==> src/rtl/gcd_pkg.sv <==
// Shared definitions for the multi-channel GCD peripheral: channel FSM states,
// register offsets and CTRL/STATUS bit positions.
package gcd_pkg;

  typedef enum logic [1:0] {
    IDLE = 2'd0,
    BUSY = 2'd1,
    DONE = 2'd2
  } gcd_state_e;

  // Per-channel offsets within a 16-byte channel window
  localparam logic [3:0] OFF_A      = 4'h0;
  localparam logic [3:0] OFF_B      = 4'h4;
  localparam logic [3:0] OFF_CTRL   = 4'h8;
  localparam logic [3:0] OFF_RESULT = 4'hC;

  // Global offsets within the 512-byte window
  localparam logic [8:0] OFF_IRQ_EN   = 9'h100;
  localparam logic [8:0] OFF_IRQ_PEND = 9'h104;

  localparam int CTRL_START   = 0;
  localparam int CTRL_CLR_OVR = 1;

  localparam int ST_BUSY = 0;
  localparam int ST_DONE = 1;
  localparam int ST_OVR  = 2;

endpackage

==> src/rtl/gcd_engine.sv <==
// One GCD channel: A/B shadow registers, subtractive engine on x/y, RESULT,
// IDLE/BUSY/DONE FSM and the sticky overrun flag.
module gcd_engine
  import gcd_pkg::*;
#(
  parameter int WIDTH = 32
) (
  input  logic             clk_i,
  input  logic             reset_i,
  input  logic             a_we_i,
  input  logic             b_we_i,
  input  logic             start_i,
  input  logic             clr_ovr_i,
  input  logic [WIDTH-1:0] wdata_i,
  output logic [WIDTH-1:0] a_o,
  output logic [WIDTH-1:0] b_o,
  output logic [WIDTH-1:0] result_o,
  output logic [2:0]       status_o,
  output logic             done_pulse_o
);

  gcd_state_e       state_q;
  logic [WIDTH-1:0] a_q, b_q, x_q, y_q, result_q;
  logic             ovr_q;
  logic             term_d;

  // Terminal check for the current BUSY cycle; the FSM enters DONE on this edge
  assign term_d       = (x_q == y_q) || (y_q == '0) || (x_q == '0);
  assign done_pulse_o = (state_q == BUSY) && term_d;

  always_ff @(posedge clk_i) begin
    if (reset_i) begin
      state_q  <= IDLE;
      a_q      <= '0;
      b_q      <= '0;
      x_q      <= '0;
      y_q      <= '0;
      result_q <= '0;
      ovr_q    <= 1'b0;
    end else begin
      if (a_we_i) a_q <= wdata_i;
      if (b_we_i) b_q <= wdata_i;
      if (clr_ovr_i) ovr_q <= 1'b0;
      case (state_q)
        IDLE, DONE: begin
          if (start_i) begin
            x_q     <= a_q;
            y_q     <= b_q;
            state_q <= BUSY;
          end
        end
        BUSY: begin
          if (start_i) ovr_q <= 1'b1;
          if ((x_q == y_q) || (y_q == '0)) begin
            result_q <= x_q;
            state_q  <= DONE;
          end else if (x_q == '0) begin
            result_q <= y_q;
            state_q  <= DONE;
          end else if (x_q > y_q) begin
            x_q <= x_q - y_q;
          end else begin
            y_q <= y_q - x_q;
          end
        end
        default: state_q <= IDLE;
      endcase
    end
  end

  assign a_o      = a_q;
  assign b_o      = b_q;
  assign result_o = result_q;

  always_comb begin
    status_o          = '0;
    status_o[ST_BUSY] = (state_q == BUSY);
    status_o[ST_DONE] = (state_q == DONE);
    status_o[ST_OVR]  = ovr_q;
  end

endmodule

==> src/rtl/gcd_array_peripheral.sv <==
// Memory-mapped array of NUM_CH GCD engines with per-channel interrupt
// enable/pending bits combined into one level interrupt.
module gcd_array_peripheral
  import gcd_pkg::*;
#(
  parameter logic [31:0] BASE_ADDR = 32'h0000_F000,
  parameter int          NUM_CH    = 4,
  parameter int          WIDTH     = 32
) (
  input  logic        clk_i,
  input  logic        reset_i,
  input  logic [31:0] data_addr_i,
  input  logic        data_we_i,
  input  logic [31:0] data_wdata_i,
  output logic [31:0] data_rdata_o,
  output logic        irq_o
);

  logic              sel;
  logic [8:0]        off;
  logic              glob_we;
  logic [NUM_CH-1:0] done_vec;
  logic [NUM_CH-1:0] irq_en_q, irq_pend_q, irq_pend_d;
  logic [WIDTH-1:0]  a_arr   [NUM_CH];
  logic [WIDTH-1:0]  b_arr   [NUM_CH];
  logic [WIDTH-1:0]  res_arr [NUM_CH];
  logic [2:0]        st_arr  [NUM_CH];

  assign sel     = (data_addr_i[31:9] == BASE_ADDR[31:9]);
  assign off     = data_addr_i[8:0];
  assign glob_we = sel && data_we_i && off[8];

  for (genvar n = 0; n < NUM_CH; n++) begin : g_ch
    logic ch_we;
    assign ch_we = sel && data_we_i && !off[8] && (off[7:4] == 4'(n));

    gcd_engine #(.WIDTH(WIDTH)) u_eng (
      .clk_i        (clk_i),
      .reset_i      (reset_i),
      .a_we_i       (ch_we && (off[3:0] == OFF_A)),
      .b_we_i       (ch_we && (off[3:0] == OFF_B)),
      .start_i      (ch_we && (off[3:0] == OFF_CTRL) && data_wdata_i[CTRL_START]),
      .clr_ovr_i    (ch_we && (off[3:0] == OFF_CTRL) && data_wdata_i[CTRL_CLR_OVR]),
      .wdata_i      (data_wdata_i[WIDTH-1:0]),
      .a_o          (a_arr[n]),
      .b_o          (b_arr[n]),
      .result_o     (res_arr[n]),
      .status_o     (st_arr[n]),
      .done_pulse_o (done_vec[n])
    );
  end

  // A completion on the same edge as a W1C of that bit leaves the bit set
  always_comb begin
    irq_pend_d = irq_pend_q;
    if (glob_we && (off == OFF_IRQ_PEND)) irq_pend_d = irq_pend_d & ~data_wdata_i[NUM_CH-1:0];
    irq_pend_d = irq_pend_d | done_vec;
  end

  always_ff @(posedge clk_i) begin
    if (reset_i) begin
      irq_en_q   <= '0;
      irq_pend_q <= '0;
    end else begin
      if (glob_we && (off == OFF_IRQ_EN)) irq_en_q <= data_wdata_i[NUM_CH-1:0];
      irq_pend_q <= irq_pend_d;
    end
  end

  assign irq_o = |(irq_pend_q & irq_en_q);

  always_comb begin
    data_rdata_o = '0;
    if (sel) begin
      if (off == OFF_IRQ_EN) begin
        data_rdata_o[NUM_CH-1:0] = irq_en_q;
      end else if (off == OFF_IRQ_PEND) begin
        data_rdata_o[NUM_CH-1:0] = irq_pend_q;
      end else if (!off[8]) begin
        for (int n = 0; n < NUM_CH; n++) begin
          if (off[7:4] == 4'(n)) begin
            case (off[3:0])
              OFF_A:      data_rdata_o[WIDTH-1:0] = a_arr[n];
              OFF_B:      data_rdata_o[WIDTH-1:0] = b_arr[n];
              OFF_CTRL:   data_rdata_o[2:0]       = st_arr[n];
              OFF_RESULT: data_rdata_o[WIDTH-1:0] = res_arr[n];
              default:    ;
            endcase
          end
        end
      end
    end
  end

endmodule

==> config.mk <==
export PLATFORM = sky130hd
export DESIGN_NAME = gcd_array_peripheral
export DESIGN_NICKNAME = d
export VERILOG_FILES = /design/src/rtl/gcd_pkg.sv /design/src/rtl/gcd_engine.sv /design/src/rtl/gcd_array_peripheral.sv
export SDC_FILE = /design/constraint.sdc
export NUM_CORES = 2
export LEC_CHECK = 0
export ABC_AREA = 1
export BUFFER_PORTS_ARGS = -buffer_cell sky130_fd_sc_hd__buf_2
export CORE_MARGIN = 2
export CORE_UTILIZATION = 40
export CTS_BUF_LIST = sky130_fd_sc_hd__clkbuf_4 sky130_fd_sc_hd__clkbuf_8 sky130_fd_sc_hd__clkbuf_16
export DETAILED_ROUTE_END_ITERATION = 8
export GPL_TIMING_DRIVEN = 1
export SLEW_MARGIN = 0
export SYNTH_ARGS = -nofsm -noshare
export SYNTH_HDL_FRONTEND = slang
export SYNTH_SLANG_ARGS = --single-unit
==> constraint.sdc <==
create_clock -name clk_i -period 2.9 [get_ports clk_i]
set_input_delay 0.29 -clock clk_i [delete_from_list [all_inputs] [get_ports clk_i]]
set_output_delay 0.29 -clock clk_i [all_outputs]
set_load 0.1 [all_outputs]
==> run_results.csv <==
group,metric,value,unit
cells_and_area,final_cell_mix,"nand2_1, inv_1, nor2_1",
clock_network,cts_root_buffer,"clkbuf_16",
detailed_routing,drt_iter0_markers,7441,
place,gp_congestion,1.021,
yosys,ys_ff_latch,660,
timing,setup_viol,2,
cells_and_area,postLayoutCellArea,57320,sq um
clock_network,path_clk_slew,0.06,ns
yosys,synthMuxAreaShare,0.002827,
timing,fin_skew,0.03685,ns
floorplanning,dieHeight,356.1,microns
timing,postLayoutSetupSlackWorst,-0.02831,ns
cells_and_area,syn_to_final_growth,15.63,%
yosys,synth_cells,8343,
run_status,status,"finished with violations",
yosys,synth-edff-count,0,
detailed_routing,viasPerCell,5.567,
critical_path,crit_start,"data_addr_i[0]",
critical_path,worst_ep_required_time,2.61,ns
yosys,syn_area,49580,sq um
floorplanning,die_w,356.1,microns
timing,timing.hold.ws,0.08114,ns
clock_network,cts_buffers,79,
pwr,ir_drop,0.5141,mV
detailed_routing,wirelength,220.0,mm
timing,rsz0062_at_grt,"yes",
global_routing,grt_pass1_vias,50680,
floorplanning,initial_core_util,0.4020,
detailed_routing,wl_per_cell,21.64,microns
detailed_routing,vias,56590,
floorplanning,ios,100,
critical_path,r2r_setup_slack,0.13,ns
critical_path,crit_type,"in -> out",
timing,period_share,1.010,
timing,min_period,2.928,ns
yosys,synth-main-ff-cell,"dfxtp_1",
yosys,yosysSeqAreaShare,0.2665,
clock_network,numClockSinks,660,
detailed_routing,drcViolationCount,0,
cells_and_area,nets,8789,
yosys,synth-compound-area-share,0.1758,
place,port_buffers,99,
cells_and_area,layout-drive-gt1-share,0.09339,
clock_network,cts_tree,"built",
global_routing,gr-total-overflow,0,
yosys,synth_fa_ha_area_frac,0.06683,
yosys,yosysUniqueCellTypes,55,
timing,relSlewSlack,0.3002,
place,placed_area,53990,sq um
min_path,hp-start,"data_wdata_i[0]",
global_routing,antenna_found_initial,7,
floorplanning,dieArea,126800,sq um
floorplanning,core-area,123300,sq um
critical_path,endpoint_kind,"primary output",
critical_path,r2r_cells,15,
critical_path,crit_path_max_fanout,10,
pwr,leakage,27.73,nW
critical_path,arrival,2.64,ns
timing,slew_violations,0,
global_routing,grt_pass1_wl,321.1,mm
yosys,async_flop_share,0,
yosys,synth_top_family_by_area,"simple AND/OR/NAND/NOR gates",
detailed_routing,antenna_left,0,
flow_run,drv_cap,0,
min_path,holdCritPathClass,"in -> reg",
timing,clock.fmax,341.5,MHz
place,hpwlAfterDp,169.6,mm
min_path,hold_end,"g_ch[3].u_eng.ovr_q",
detailed_routing,first_pass_iters,6,
clock_network,cts_buffer_depth,3,
cells_and_area,layout_commonest_cell,"nand2_1",
clock_network,cts-htree-levels,3,
yosys,synthXorXnorAreaFrac,0.009717,
yosys,synth_nets,8670,
timing,worst_slew_pin_slew,1.048,ns
floorplanning,placementRows,129,
run_status,violations,"negative setup slack",
timing,hold_viol,0,
critical_path,start_kind,"input port",
yosys,avgSynthCellArea,5.942,sq um
critical_path,r2r_start,"g_ch[2].u_eng.x_q[23]",
yosys,synth-simple-area-share,0.3556,
global_routing,grt_max_degree,114,
clock_network,insertion_delay,0.69,ns
min_path,hold_path_depth,3,
global_routing,grt_util_all_layers,0.3312,
pwr,pwr_density_cell,358.5,nW/um^2
critical_path,rr_endpoint,"g_ch[2].u_eng.y_q[21]",
yosys,yosys_warnings,0,
==> cell usage after synthesis (all sizes together) (35+ instances only) <==
| library cell | n | area share |
|---|---|---|
| a21oi | 695 | 0.070 |
| a31oi | 103 | 0.013 |
| buf | 180 | 0.021 |
| clkbuf | 223 | 0.018 |
| dfxtp | 660 | 0.27 |
| ha | 252 | 0.064 |
| inv | 1102 | 0.083 |
| nand2 | 2618 | 0.20 |
| nand3 | 602 | 0.061 |
| nand3b | 35 | 0.0053 |
| nand4 | 130 | 0.018 |
| nor2 | 803 | 0.064 |
| o2111ai | 44 | 0.0078 |
| o21ai | 597 | 0.060 |
| xor2 | 50 | 0.0088 |
==> critical path, cell delays in order <==
cell,delay (ns)
buf_2,0.11
nor2_4,0.11
buf_8,0.16
inv_4,0.05
nor2_4,0.25
buf_12,0.15
clkbuf_16,0.19
nand2_1,0.12
o2111ai_1,0.17
o311ai_0,0.21
nand2_1,0.26
nand2_1,0.11
a21oi_2,0.23
buf_12,0.21
==> flip-flops by register name, indices dropped and copies added (netlist names) <==
signal and flops:
g_ch.u_eng.y_q 128, irq_en_q 4, g_ch.u_eng.x_q 128, irq_pend_q 4
g_ch.u_eng.b_o 128, g_ch.u_eng.result_o 128, g_ch.u_eng.state_q 8, g_ch.u_eng.ovr_q 4
g_ch.u_eng.a_o 128
==> power by group <==
part	switching, mW	total [mW]	internal, mW
sequential	0.00000000194	9.06	9.06
combinational	0.594	0.779	0.185
clock	4.47	10.7	6.24
total	5.06	20.6	15.5
==> worst max-delay path by stage <==
stage                                  end  slack, ns
final                     data_rdata_o[19]      -0.03
after global routing       data_rdata_o[3]      -0.04
after CTS                 data_rdata_o[14]       0.01
after detailed placement  data_rdata_o[14]      -0.37
after global placement    data_rdata_o[14]      -0.37
after floorplan           data_rdata_o[16]      -0.26
==> per-layer routing <==
layer / vias to the layer above / global-route usage / wire length (microns)
met5: - / 0 / 23
met4: 4 / 0.1224 / 8629
met3: 377 / 0.06673 / 23280
met2: 2929 / 0.4911 / 91820
met1: 26210 / 0.4702 / 96290
li1: 27080 / - / -
==> cells by family (layout without fill, tap and decap cells) <==
| logic type | Yosys count | count (layout) |
|---|---|---|
| xor+xnor | 55 | 55 |
| simple gates | 4247 | 4247 |
| flops | 660 | 660 |
| other cells | 0 | 6 |
| mux | 14 | 14 |
| compound gates | 1595 | 1595 |
| fa+ha+maj | 260 | 260 |
| buf+inv | 1512 | 1692 |
==> stage by stage <==
step           setup TNS (ns)  power (mW)  setup WS [ns]    util  std cells
5_1_grt               -0.3162       20.95       -0.04329  0.4647      10160
2_1_floorplan         -0.2586       9.598        -0.2586       -       8343
3_3_place_gp          -0.5952       9.965        -0.3691  0.4378       9999
3_5_place_dp          -0.6050       9.966        -0.3651  0.4378       9999
4_1_cts                     0       20.52        0.01203  0.4606      10140
6_report             -0.05039       20.55       -0.02831  0.4649      10170
==> area by class of cell <==
class	instances	area, sq um
Sequential cell	660	13220
Clock inverter	28	341.6
Antenna cell	6	15.01
Fill cell	13140	65990
Timing Repair Buffer	441	4413
Clock buffer	114	2400
Inverter	1109	4180
Tap cell	1637	2048
Multi-Input combinational cell	6171	30710
==> timing repair <==
| item | CTS | global route |
|---|---|---|
| setup endpoints to repair | 4 | 251 |
| hold endpoints to repair | 0 | 0 |
| hold buffers | 0 | 0 |
| buffers inserted | 0 | 11 |
| gates cloned | 1 | 7 |
| resized for setup | 9 | 77 |
| pin swaps | 0 | 18 |
Power figures use the tool's default switching activity.
